File: config.mk
export PLATFORM = sky130hd
export DESIGN_NAME = fft_pipe_seq_ctrl_flat
export DESIGN_NICKNAME = d
export VERILOG_FILES = /design/src/rtl/fft_pipe_seq_ctrl_if.sv /design/src/rtl/fft_pipe_seq_ctrl.sv /design/src/flat_wrapper.sv
export SDC_FILE = /design/constraint.sdc
export NUM_CORES = 1
export LEC_CHECK = 0
export ABC_AREA = 1
export ABC_CLOCK_PERIOD_IN_PS = 1500
export CAP_MARGIN = 25
export CELL_PAD_IN_SITES_DETAIL_PLACEMENT = 0
export CELL_PAD_IN_SITES_GLOBAL_PLACEMENT = 2
export CORE_MARGIN = 8
export CORE_UTILIZATION = 34
export CTS_BUF_LIST = sky130_fd_sc_hd__clkbuf_16
export DETAILED_ROUTE_END_ITERATION = 10
export DONT_BUFFER_PORTS = 1
export PLACE_DENSITY_LB_ADDON = 0.1
export SLEW_MARGIN = 0
export SYNTH_ARGS = -nofsm -noshare
export SYNTH_HDL_FRONTEND = slang
export SYNTH_SLANG_ARGS = --single-unit
export TNS_END_PERCENT = 1
File: constraint.sdc
create_clock -name clk -period 1.5 [get_ports clk]
set_input_delay 0 -clock clk [delete_from_list [all_inputs] [get_ports clk]]
set_output_delay 0 -clock clk [all_outputs]
set_load 0.02 [all_outputs]
File: src/rtl/fft_pipe_seq_ctrl_if.sv
// Handshake and sequencing signals between the FFT sequencing controller and its
// surrounding datapath/stream environment.
interface fft_pipe_seq_ctrl_if #(
   parameter int unsigned PIPE_DEPTH = 8,
   parameter int unsigned CNT_W      = 10
);
   logic                  in_valid;
   logic                  in_sof;
   logic                  in_ready;
   logic [CNT_W-1:0]      in_beat_idx;
   logic                  stage_en;
   logic [PIPE_DEPTH-1:0] stage_vld;
   logic                  out_valid;
   logic                  out_sof;
   logic                  out_eof;
   logic                  out_ready;
   logic                  frame_done;
   logic                  err_sof;

   // Environment side: drives the upstream beat and downstream ready.
   modport master (
      output in_valid, in_sof, out_ready,
      input  in_ready, in_beat_idx, stage_en, stage_vld, out_valid, out_sof, out_eof,
      input  frame_done, err_sof
   );

   // Controller side.
   modport slave (
      input  in_valid, in_sof, out_ready,
      output in_ready, in_beat_idx, stage_en, stage_vld, out_valid, out_sof, out_eof,
      output frame_done, err_sof
   );
endinterface

File: src/rtl/fft_pipe_seq_ctrl.sv
// Sequencing controller for the radix-16 FFT pipeline: global stall/advance,
// per-stage valid flags, frame delimiting and twiddle beat index.
module fft_pipe_seq_ctrl #(
   parameter int unsigned PIPE_DEPTH      = 8,
   parameter int unsigned BEATS_PER_FRAME = 1024,
   parameter int unsigned CNT_W           = 10
) (
   input logic               clk,
   input logic               rst_n,
   fft_pipe_seq_ctrl_if.slave bus
);
   typedef enum logic [0:0] {StIdle, StRun} state_e;

   localparam logic [CNT_W-1:0] LastBeat = CNT_W'(BEATS_PER_FRAME - 1);

   state_e                state_q, state_d;
   logic [CNT_W-1:0]      beat_cnt_q, beat_cnt_d;
   logic [PIPE_DEPTH-1:0] vld_q, sof_q, eof_q;
   logic                  done_q, err_q, err_d;
   logic                  stage_en, accept, keep, sof_tag, eof_tag, last_vld;

   // Whole pipeline stalls only when the last stage holds a beat nobody takes.
   assign last_vld = vld_q[PIPE_DEPTH-1];
   assign stage_en = bus.out_ready | ~last_vld;
   assign accept   = bus.in_valid & stage_en;

   assign bus.stage_en    = stage_en;
   assign bus.in_ready    = stage_en;
   assign bus.in_beat_idx = (state_q == StRun) ? beat_cnt_q : '0;
   assign bus.stage_vld   = vld_q;
   assign bus.out_valid   = last_vld;
   assign bus.out_sof     = sof_q[PIPE_DEPTH-1] & last_vld;
   assign bus.out_eof     = eof_q[PIPE_DEPTH-1] & last_vld;
   assign bus.frame_done  = done_q;
   assign bus.err_sof     = err_q;

   always_comb begin
      state_d    = state_q;
      beat_cnt_d = beat_cnt_q;
      keep       = 1'b0;
      sof_tag    = 1'b0;
      eof_tag    = 1'b0;
      err_d      = 1'b0;
      unique case (state_q)
         StIdle: begin
            if (accept) begin
               if (bus.in_sof) begin
                  keep       = 1'b1;
                  sof_tag    = 1'b1;
                  beat_cnt_d = CNT_W'(1);
                  state_d    = StRun;
               end else begin
                  // Stray beat outside a frame is consumed and dropped.
                  err_d = 1'b1;
               end
            end
         end
         StRun: begin
            if (accept) begin
               keep  = 1'b1;
               err_d = bus.in_sof;
               if (beat_cnt_q == LastBeat) begin
                  eof_tag    = 1'b1;
                  beat_cnt_d = '0;
                  state_d    = StIdle;
               end else begin
                  beat_cnt_d = beat_cnt_q + CNT_W'(1);
               end
            end
         end
         default: state_d = StIdle;
      endcase
   end

   always_ff @(posedge clk) begin
      if (!rst_n) begin
         state_q    <= StIdle;
         beat_cnt_q <= '0;
         vld_q      <= '0;
         sof_q      <= '0;
         eof_q      <= '0;
         done_q     <= 1'b0;
         err_q      <= 1'b0;
      end else begin
         state_q    <= state_d;
         beat_cnt_q <= beat_cnt_d;
         err_q      <= err_d;
         done_q     <= last_vld & bus.out_ready & eof_q[PIPE_DEPTH-1];
         if (stage_en) begin
            vld_q <= {vld_q[PIPE_DEPTH-2:0], accept & keep};
            sof_q <= {sof_q[PIPE_DEPTH-2:0], sof_tag};
            eof_q <= {eof_q[PIPE_DEPTH-2:0], eof_tag};
         end
      end
   end
endmodule

File: src/flat_wrapper.sv
// flat-port wrapper written by rule: the top's interface ports become plain ports
module fft_pipe_seq_ctrl_flat 
#(
   parameter int unsigned PIPE_DEPTH      = 8,
   parameter int unsigned BEATS_PER_FRAME = 1024,
   parameter int unsigned CNT_W           = 10
)
  (clk, rst_n, bus_in_valid, bus_in_sof, bus_out_ready, bus_in_ready, bus_in_beat_idx, bus_stage_en, bus_stage_vld, bus_out_valid, bus_out_sof, bus_out_eof, bus_frame_done, bus_err_sof);
  fft_pipe_seq_ctrl_if #(.PIPE_DEPTH(PIPE_DEPTH), .CNT_W(CNT_W)) bus_i ();
  input logic clk;
  input logic rst_n;
  input wire logic [$bits(bus_i.in_valid)-1:0] bus_in_valid;
  input wire logic [$bits(bus_i.in_sof)-1:0] bus_in_sof;
  input wire logic [$bits(bus_i.out_ready)-1:0] bus_out_ready;
  output wire logic [$bits(bus_i.in_ready)-1:0] bus_in_ready;
  output wire logic [$bits(bus_i.in_beat_idx)-1:0] bus_in_beat_idx;
  output wire logic [$bits(bus_i.stage_en)-1:0] bus_stage_en;
  output wire logic [$bits(bus_i.stage_vld)-1:0] bus_stage_vld;
  output wire logic [$bits(bus_i.out_valid)-1:0] bus_out_valid;
  output wire logic [$bits(bus_i.out_sof)-1:0] bus_out_sof;
  output wire logic [$bits(bus_i.out_eof)-1:0] bus_out_eof;
  output wire logic [$bits(bus_i.frame_done)-1:0] bus_frame_done;
  output wire logic [$bits(bus_i.err_sof)-1:0] bus_err_sof;
  assign bus_i.in_valid = bus_in_valid;
  assign bus_i.in_sof = bus_in_sof;
  assign bus_i.out_ready = bus_out_ready;
  assign bus_in_ready = bus_i.in_ready;
  assign bus_in_beat_idx = bus_i.in_beat_idx;
  assign bus_stage_en = bus_i.stage_en;
  assign bus_stage_vld = bus_i.stage_vld;
  assign bus_out_valid = bus_i.out_valid;
  assign bus_out_sof = bus_i.out_sof;
  assign bus_out_eof = bus_i.out_eof;
  assign bus_frame_done = bus_i.frame_done;
  assign bus_err_sof = bus_i.err_sof;
  fft_pipe_seq_ctrl #(.PIPE_DEPTH(PIPE_DEPTH), .BEATS_PER_FRAME(BEATS_PER_FRAME), .CNT_W(CNT_W)) u_core (.clk(clk), .rst_n(rst_n), .bus(bus_i));
endmodule
==> results of run 1 <==
[power by group]
group	switching, W	leakage, nW	internal, W	total, W
combinational	0.0000759	0.474	0.0000381	0.000114
sequential	0.0000161	0.299	0.000997	0.00101
clock	0.000412	0.0702	0.000618	0.00103
total	0.000504	0.843	0.00165	0.00216
[per-layer routing]
metal  GRT usage [%]  up-vias
met1           10.59      634
met3           3.056        7
met2           18.68       24
met4           5.573        0
met5               0        -
li1                -      733
[final cells by class]
type | instances | share of cell area [%]
Clock buffer | 5 | 6.460
Clock inverter | 3 | 1.098
Inverter | 30 | 5.814
Multi-Input combinational cell | 155 | 39.28
Sequential cell | 37 | 38.24
Tap cell | 67 | 4.328
Timing Repair Buffer | 11 | 4.780
[state kept, by name (all words and copies together) (netlist names)]
name / count
u_core.bus.frame_done: 1
u_core.eof_q: 8
u_core.state_q: 1
u_core.bus.stage_vld: 8
u_core.beat_cnt_q: 10
u_core.sof_q: 8
u_core.bus.err_sof: 1
[Yosys cell counts]
master    count  area share, %
nand2_2       5            1.9
inv_2         1           0.22
nand3_2       1           0.60
o21ai_1       1           0.30
buf_6         1           0.67
nand3b_1      1           0.45
nor3_2        3            1.8
clkinv_1      1           0.22
buf_4         2           0.90
nor2_1       48             11
o21bai_2      1           0.67
nor2_2        4            1.5
nand4_1       4            1.5
dfxtp_1      37             44
nor2_4        3            2.0
nand2_4       2            1.3
buf_2         4            1.2
nand2_1      39            8.8
nand3_1       4            1.2
o21ai_0      21            6.3
ha_1          1           0.75
clkbuf_1      4           0.90
a21oi_1      12            3.6
nor3_1        3           0.90
xor2_1        2            1.0
inv_1        28            6.3
[worst max-delay path by stage]
| stage | cells past startpoint | end |
|---|---|---|
| floorplan | 8 | u_core.beat_cnt_q[3]$_SDFFE_PN0P_ |
| global placement | 8 | u_core.beat_cnt_q[3]$_SDFFE_PN0P_ |
| detailed placement | 8 | u_core.beat_cnt_q[9]$_SDFFE_PN0P_ |
| CTS | 8 | u_core.beat_cnt_q[9]$_SDFFE_PN0P_ |
| global route | 8 | u_core.beat_cnt_q[3]$_SDFFE_PN0P_ |
| finish | 8 | u_core.beat_cnt_q[9]$_SDFFE_PN0P_ |
[what timing repair did]
action / 4_1_cts / 5_1_grt
endpoints found under the hold margin: 31 / 0
hold buffers: 4 / 0
setup endpoints to repair: 0 / 6
resized for setup: 0 / 1
[stage by stage]
| step | instance area (um2) | instances | setup slack (ns) | power (W) |
|---|---|---|---|---|
| 6_report | 1937 | 308 | 0.1366 | 0.002157 |
| 3_3_place_gp | 1748 | 296 | 0.1603 | 0.001132 |
| 2_1_floorplan | 1673 | 233 | 0.2562 | 0.001116 |
| 5_1_grt | 1937 | 308 | 0.008926 | 0.002241 |
| 3_5_place_dp | 1748 | 296 | 0.1142 | 0.001133 |
| 4_1_cts | 1934 | 308 | 0.09294 | 0.002185 |
[kinds of logic (layout without fill, tap and decap cells)]
family	Yosys count	in the layout	synth area share, %
AOI/OAI and AO/OA	35	35	10.84
adders and majority gates	1	1	0.7478
xor gates and xnor gates	2	2	1.047
and+or+nand+nor	117	117	32.68
buffers and inverters	41	49	10.40
DFF	37	37	44.28
==> results.txt, run 1 <==
- Once detail routing completed, the nets flagged for antenna violations numbered 0.
- Based on the critical path, the design can be clocked at up to 733.4 MHz.
- RSZ-0062 raised after global routing: false
- Top-level port count: 30
- The longest clock path from root to sink contains 2 buffers.
* Antenna violations before repair: 0
- For hold timing, the worst endpoint is u_core.bus.stage_vld[7]$_SDFFE_PN0N_.
- In the synthesized netlist, the number of instances is 233.
- Layout Utilization: 41.01%
* Leak pwr: 0.8433 nW
- Commonest cells after routing, fill and taps aside: 48 x nor2_1, 38 x nand2_1, 37 x dfxtp_1
- Pre-Repair DR Iteration Count: 4
- By startpoint and endpoint, the worst setup path is classified as reg2reg.
* Actual transition at the worst max-transition pin: 0.7638 ns
* Overall die area: 7421 um2
- Buffers added to address setup during post-CTS repair amount to 0.
* Initial Util: 35.42%
- Met3 WL: 151 um
* Detailed router's first-iteration violation count: 61
- First element of the critical path: u_core.beat_cnt_q[0]$_SDFFE_PN0P_
* CP Capture Type: flop
- The tool flagged a number of max-cap violations equal to 0.
- Total power density per cell area: 1114 nW/um2
- Origin of the critical flop-to-flop path: u_core.beat_cnt_q[0]$_SDFFE_PN0P_
- Hold Path Origin: rst_n
- When the netlist entered floorplanning its net count stood at 239.
* Area of the multi-input gates: 760.7 um2
* Period utilisation layout: 90.89%
- The area growth from synthesis to layout is 15.78%.
- Walking the worst path, the cells encountered are ha_1 -> nand2_2 -> nor2_4 -> nand3_2 -> nand2_1 -> nand2_1 -> nand2_2 -> nor2_1.
- For this run, the post-layout net count is 246.
- The final number of max-transition violations is 0.
* Share of synthesized area occupied by flip-flops and latches: 44.28%
- After legalization and detailed placement, the total HPWL measured 2760 um.
* Average detailed-routed wire length per instance: 12.42 um
* Total standard cell area after synthesis: 1673 um2
* Cell family contributing the most delay on the critical path: simple AND/OR/NAND/NOR gates
- Summed over all nets, wire length on met2 after detailed routing comes to 1938 um.
- Post-route minimum period: 1.363 ns
- Detailed-route vias per instance: 4.539
- Wirelength, routed: 3824 um
- For this run, the number of Yosys warnings is 0.
- The die is 86.15 um wide.
* Fin. Hold Viols: 0
- RD Place Congestion: 0.7526
* Combined flip-flop and latch cell area: 740.7 um2
- In this run, synthesis produced a sequential element count of 37.
- Global routing finished with a remaining overflow of 0.
- Area of the placeable core: 4723 um2
* Input/output buffers: 0
* CP max stage cell: dfxtp_1
- Inserted Clock Buffers: 5
- Most frequent standard cell in the layout excluding fill and tap cells: nor2_1
- The number of buffers and inverters on the critical path is 0.
- Clock tree from TritonCTS: built
- Clock insertion delay at the later pin of the skew report: 0.28 ns
- Vias in the first global route: 1313
- The number of antenna diodes in the final layout is 0.
- Std cell rows: 25
- Entering global routing, the biggest net connects 24 pins.
* Worst Setup Start Kind: flop
- Clock skew on the completed layout was measured at 0.004968 ns.
- The clock drives 37 sinks.
- Critical-path maximum fanout: 6
* Required time worst endpoint: 1.67 ns
* Top routing layer in use: met4
- The H-tree was split into 2 levels.
- In this run the clock root is driven by a clkbuf_16.
- Final setup violation count: 0
- Worst endpoint data arrival time: 1.53 ns
* Number of fill cells in the layout: 509
- Maximum ir drop on the vdd rail: 0.7484 mV
* First-pass GRT wire length: 6099 um
- Setup total negative slack on the finished layout was measured at 0 ns.
* Height of the die: 86.15 um
- After synthesis, the netlist uses 26 different library cells.
- On the final layout, the worst hold slack is 0.007991 ns.
* Worst R2R End: u_core.beat_cnt_q[9]$_SDFFE_PN0P_
- In the routed design, unresolved DRC markers number 0.
- Mean instance size in the synthesized netlist: 7.180 um2
* Cells on worst reg2reg path: 8
* Post-route met1 wirelength: 1652 um
- In the global route stage, overall resource usage came out at 10.42%.
- The flow ran to the end, and the final reports show no timing, DRC or antenna violations.
- Of the cells placed in the final design, the portion with a size suffix greater than 1 is 14.94%.
* Max_slew headroom: 48.91%
- In this design, the stage delay of the slowest critical-path cell is 0.35 ns.
- Hold WC Path Type: in2reg
* Via count: 1398
- The worst hold path passes through 2 cells.
* Post-CTS clock slew at the launch and capture registers of the worst setup and hold paths: 0.06 ns
* Setup slack, reg-to-reg: 0.14 ns
(Power assumes the default switching activity.)
==> inputs of run 2 (changes only) <==
- CORE_ASPECT_RATIO: unset -> 1.25
- CTS_BUF_LIST: sky130_fd_sc_hd__clkbuf_16 -> unset
==> run 2 against run 1 <==
Compared with the run above: critical path depth stayed put; power down 17%; clock skew is essentially flat; sequential share of layout area is 1.3 points higher; maximum frequency is 1.2% higher; critical path type unchanged; critical endpoint unchanged; largest cell class unchanged.
==> results.txt, run 2 (synthesis results as in run 1) <==
- The final cell area excluding filler cells came to 1872 um2 (was 1937 um2).
- Flip-flop count of the largest register after layout: 10 (unchanged)
- The overall routed net length was 3894 um (was 3824 um).
- The launch instance of the worst register-to-register path was u_core.beat_cnt_q[0]$_SDFFE_PN0P_ (unchanged).
- The proportion of power drawn by flip-flops and latches is 56.8% (was 47.0%).
* Remaining global-route overflow: 0 (unchanged)
* Status: completed (unchanged)
- The routability-driven placement congestion ratio is 0.8158 (was 0.7526).
- Chip Width: 78.74 um (was 86.15 um)
- Inserted Clock Buffers: 5 (unchanged)
* Via count: 1406 (was 1398)
* Post-CTS clock slew at the launch and capture registers of the worst setup and hold paths: 0.07 ns (was 0.06 ns)
* Achievable Freq: 742.3 MHz (was 733.4 MHz)
- The count of buffers from port buffering was 0 (unchanged).
* Placed cell area: 1747 um2 (was 1748 um2)
* Startpoint-to-endpoint class of the critical path: reg2reg (unchanged)
- Detailed-route DRC error count: 0 (unchanged)
- Fin. max-slew vios: 0 (unchanged)
- Max_slew headroom: 52.23% (was 48.91%)
* Worst Setup Start Kind: flop (unchanged)
- The level count of the clock H-tree is 2 (unchanged).
* Worst endpoint data arrival time: 1.52 ns (was 1.53 ns)
- Number of fill cells in the layout: 518 (was 509)
- Area of the placeable core: 4730 um2 (was 4723 um2)
- Antenna Diode Count: 0 (unchanged)
- The final-report setup violation count came to 0 (unchanged).
* Antenna violations before repair: 0 (unchanged)
* Clk root buf: clkbuf_8 (was clkbuf_16)
- The storage element area was 740.7 um2 (unchanged).
- The biggest cell delay along the critical path is 0.35 ns (about the same).
- Required time worst endpoint: 1.67 ns (about the same)
* Growth of design area from synthesis to finish: 11.89% (was 15.78%)
* Total power density per cell area: 952.2 nW/um2 (was 1114 nW/um2)
- The sort of element at the end of the critical path is a flop (unchanged).
- The most frequent standard cell in the layout excluding fill and tap cells is nor2_1 (unchanged).
- The register-to-register setup slack was 0.15 ns (was 0.14 ns).
- Maximum ir drop on the vdd rail: 0.4224 mV (was 0.7484 mV)
- Leak pwr: 0.8237 nW (was 0.8433 nW)
- The switching power total is 0.0004263 W (was 0.0005040 W).
- The maximum number of pins on one net before global-route repair is 24 (unchanged).
* Final worst clock skew: 0.004693 ns (was 0.004968 ns)
- The number of standard cells in the final layout excluding fillers is 302 (was 308).
- Cell-by-cell trace of the critical path: ha_1 -> nand2_2 -> nor2_4 -> nand3_2 -> nand2_1 -> nand2_1 -> nand2_2 -> nor2_1 (unchanged).
- The number of setup buffers added after CTS came to 0 (unchanged).
- The number of maximum-capacitance violations came to 0 (unchanged).
* CP max stage cell: dfxtp_1 (unchanged)
- Cells on worst reg2reg path: 8 (unchanged)
* Top-level port count: 30 (unchanged)
- The vertical die dimension was 94.43 um (was 86.15 um).
* CTS max path bufs: 2 (unchanged)
- Cells on Worst Hold Path: 2 (unchanged)
- Sw Share: 23.92% (was 23.37%)
- The internal cell power was 0.001356 W (was 0.001653 W).
- The hold slack is 0.001020 ns (was 0.007991 ns).
- The clock latency on the worst-skew pair is 0.28 ns (about the same).
* First-pass GRT wire length: 6375 um (was 6099 um)
* Average detailed-routed wire length per instance: 12.89 um (was 12.42 um)
- The portion of total power attributed to the clock network is 36.9% (was 47.7%).
- Combinational power share: 6.3% (was 5.3%)
- Std cell rows: 28 (was 25)
- The detailed-router iteration count before antenna repair came to 4 (unchanged).
- The all-layer global routing usage came to 10.84% (was 10.42%).
* Register with the highest flop count: u_core.beat_cnt_q (unchanged)
- Share of layout cells above drive strength 1: 14.88% (was 14.94%)
- Number of sinks on the clock net: 37 (unchanged)
- The residual antenna-violating net count after detailed routing was 0 (unchanged).
- Period utilisation layout: 89.82% (was 90.89%)
* Setup TNS: 0 ns (unchanged)
* Detailed router's first-iteration violation count: 81 (was 61)
* Detailed-route vias per instance: 4.656 (was 4.539)
* Commonest cells after routing, fill and taps aside: 48 x nor2_1, 38 x nand2_1, 37 x dfxtp_1 (unchanged)
* Critical-path maximum fanout: 6 (unchanged)
- The classification of the worst-slack hold path is in2reg (unchanged).
* Hold Path Origin: rst_n (unchanged)
* Actual transition at the worst max-transition pin: 0.7141 ns (was 0.7638 ns)
- The total number of nets in the final design is 247 (was 246).
* Worst R2R End: u_core.beat_cnt_q[9]$_SDFFE_PN0P_ (unchanged)
* RSZ-0062 raised after global routing: false (unchanged)
- Clock tree from TritonCTS: built (unchanged)
* Post-route minimum period: 1.347 ns (was 1.363 ns)
- The number of global-route vias before repair is 1366 (was 1313).
- The final HPWL from detailed placement came to 2840 um (was 2760 um).
- WHS Endpoint: u_core.sof_q[0]$_SDFFE_PN0N_ (was u_core.bus.stage_vld[7]$_SDFFE_PN0N_)
- The multi-input logic area is 760.7 um2 (unchanged).
- Fin. Hold Viols: 0 (unchanged)
- Overall die area: 7435 um2 (was 7421 um2)
- Initial Util: 35.37% (was 35.42%)
- # placed instances: 290 (was 296)
run 2: what timing repair did:
action                                 in CTS  in global routing
resized for setup                           0                  2
hold buffers                                4                  0
endpoints found under the hold margin      32                  0
setup endpoints to repair                   0                  9
run 2: final cells by class:
class / instances / share of cell area [%]
Multi-Input combinational cell: 155 / 40.64
Sequential cell: 37 / 39.57
Inverter: 30 / 6.016
Timing Repair Buffer: 12 / 5.348
Tap cell: 60 / 4.011
Clock buffer: 6 / 3.877
Clock inverter: 2 / 0.5348
run 2: per-stage QoR:
step / total power, W / util (%) / setup slack (ns)
after detailed placement: 0.001132 / 36.93 / 0.1324
after CTS: 0.001815 / 39.52 / 0.1087
after global routing: 0.001875 / 39.58 / 0.001589
final: 0.001782 / 39.58 / 0.1528
after floorplan: 0.001116 / - / 0.2562
after global placement: 0.001132 / 36.93 / 0.1680
run 2: power by group through the flow:
| stage | logic, W | registers [W] | clock network (W) |
|---|---|---|---|
| 6_report | 0.000113 | 0.00101 | 0.000657 |
| 2_1_floorplan | 0.0000830 | 0.00103 | 0 |
| 4_1_cts | 0.000115 | 0.00101 | 0.000688 |
| 5_1_grt | 0.000129 | 0.00101 | 0.000733 |
| 3_5_place_dp | 0.0000974 | 0.00103 | 0 |
| 3_3_place_gp | 0.0000974 | 0.00103 | 0 |
run 2: routing by layer:
layer  wire (um)  track usage (%)  up-vias
li1            -                -      732
met1        1666            11.01      649
met2        2054            20.21       21
met3         131            3.327        4
met4          42            4.180        0
met5           0                0        -
run 2: worst max-delay path by stage:
stage,start,to,slack (ns),cells after the start
floorplan,u_core.beat_cnt_q[1]$_SDFFE_PN0P_,u_core.beat_cnt_q[3]$_SDFFE_PN0P_,0.26,8
global placement,u_core.bus.stage_vld[7]$_SDFFE_PN0N_,u_core.beat_cnt_q[5]$_SDFFE_PN0P_,0.17,8
detailed placement,u_core.beat_cnt_q[0]$_SDFFE_PN0P_,u_core.beat_cnt_q[9]$_SDFFE_PN0P_,0.13,8
CTS,u_core.beat_cnt_q[0]$_SDFFE_PN0P_,u_core.beat_cnt_q[9]$_SDFFE_PN0P_,0.11,8
global route,u_core.bus.stage_vld[7]$_SDFFE_PN0N_,u_core.beat_cnt_q[5]$_SDFFE_PN0P_,0.002,8
finish,u_core.beat_cnt_q[0]$_SDFFE_PN0P_,u_core.beat_cnt_q[9]$_SDFFE_PN0P_,0.15,8
run 2: critical path, delay by kind of cell (launching register included):
family / cells / cell delay [ns]
adders and majority gates: 1 / 0.19
DFF: 1 / 0.35
and+or+nand+nor: 7 / 0.70
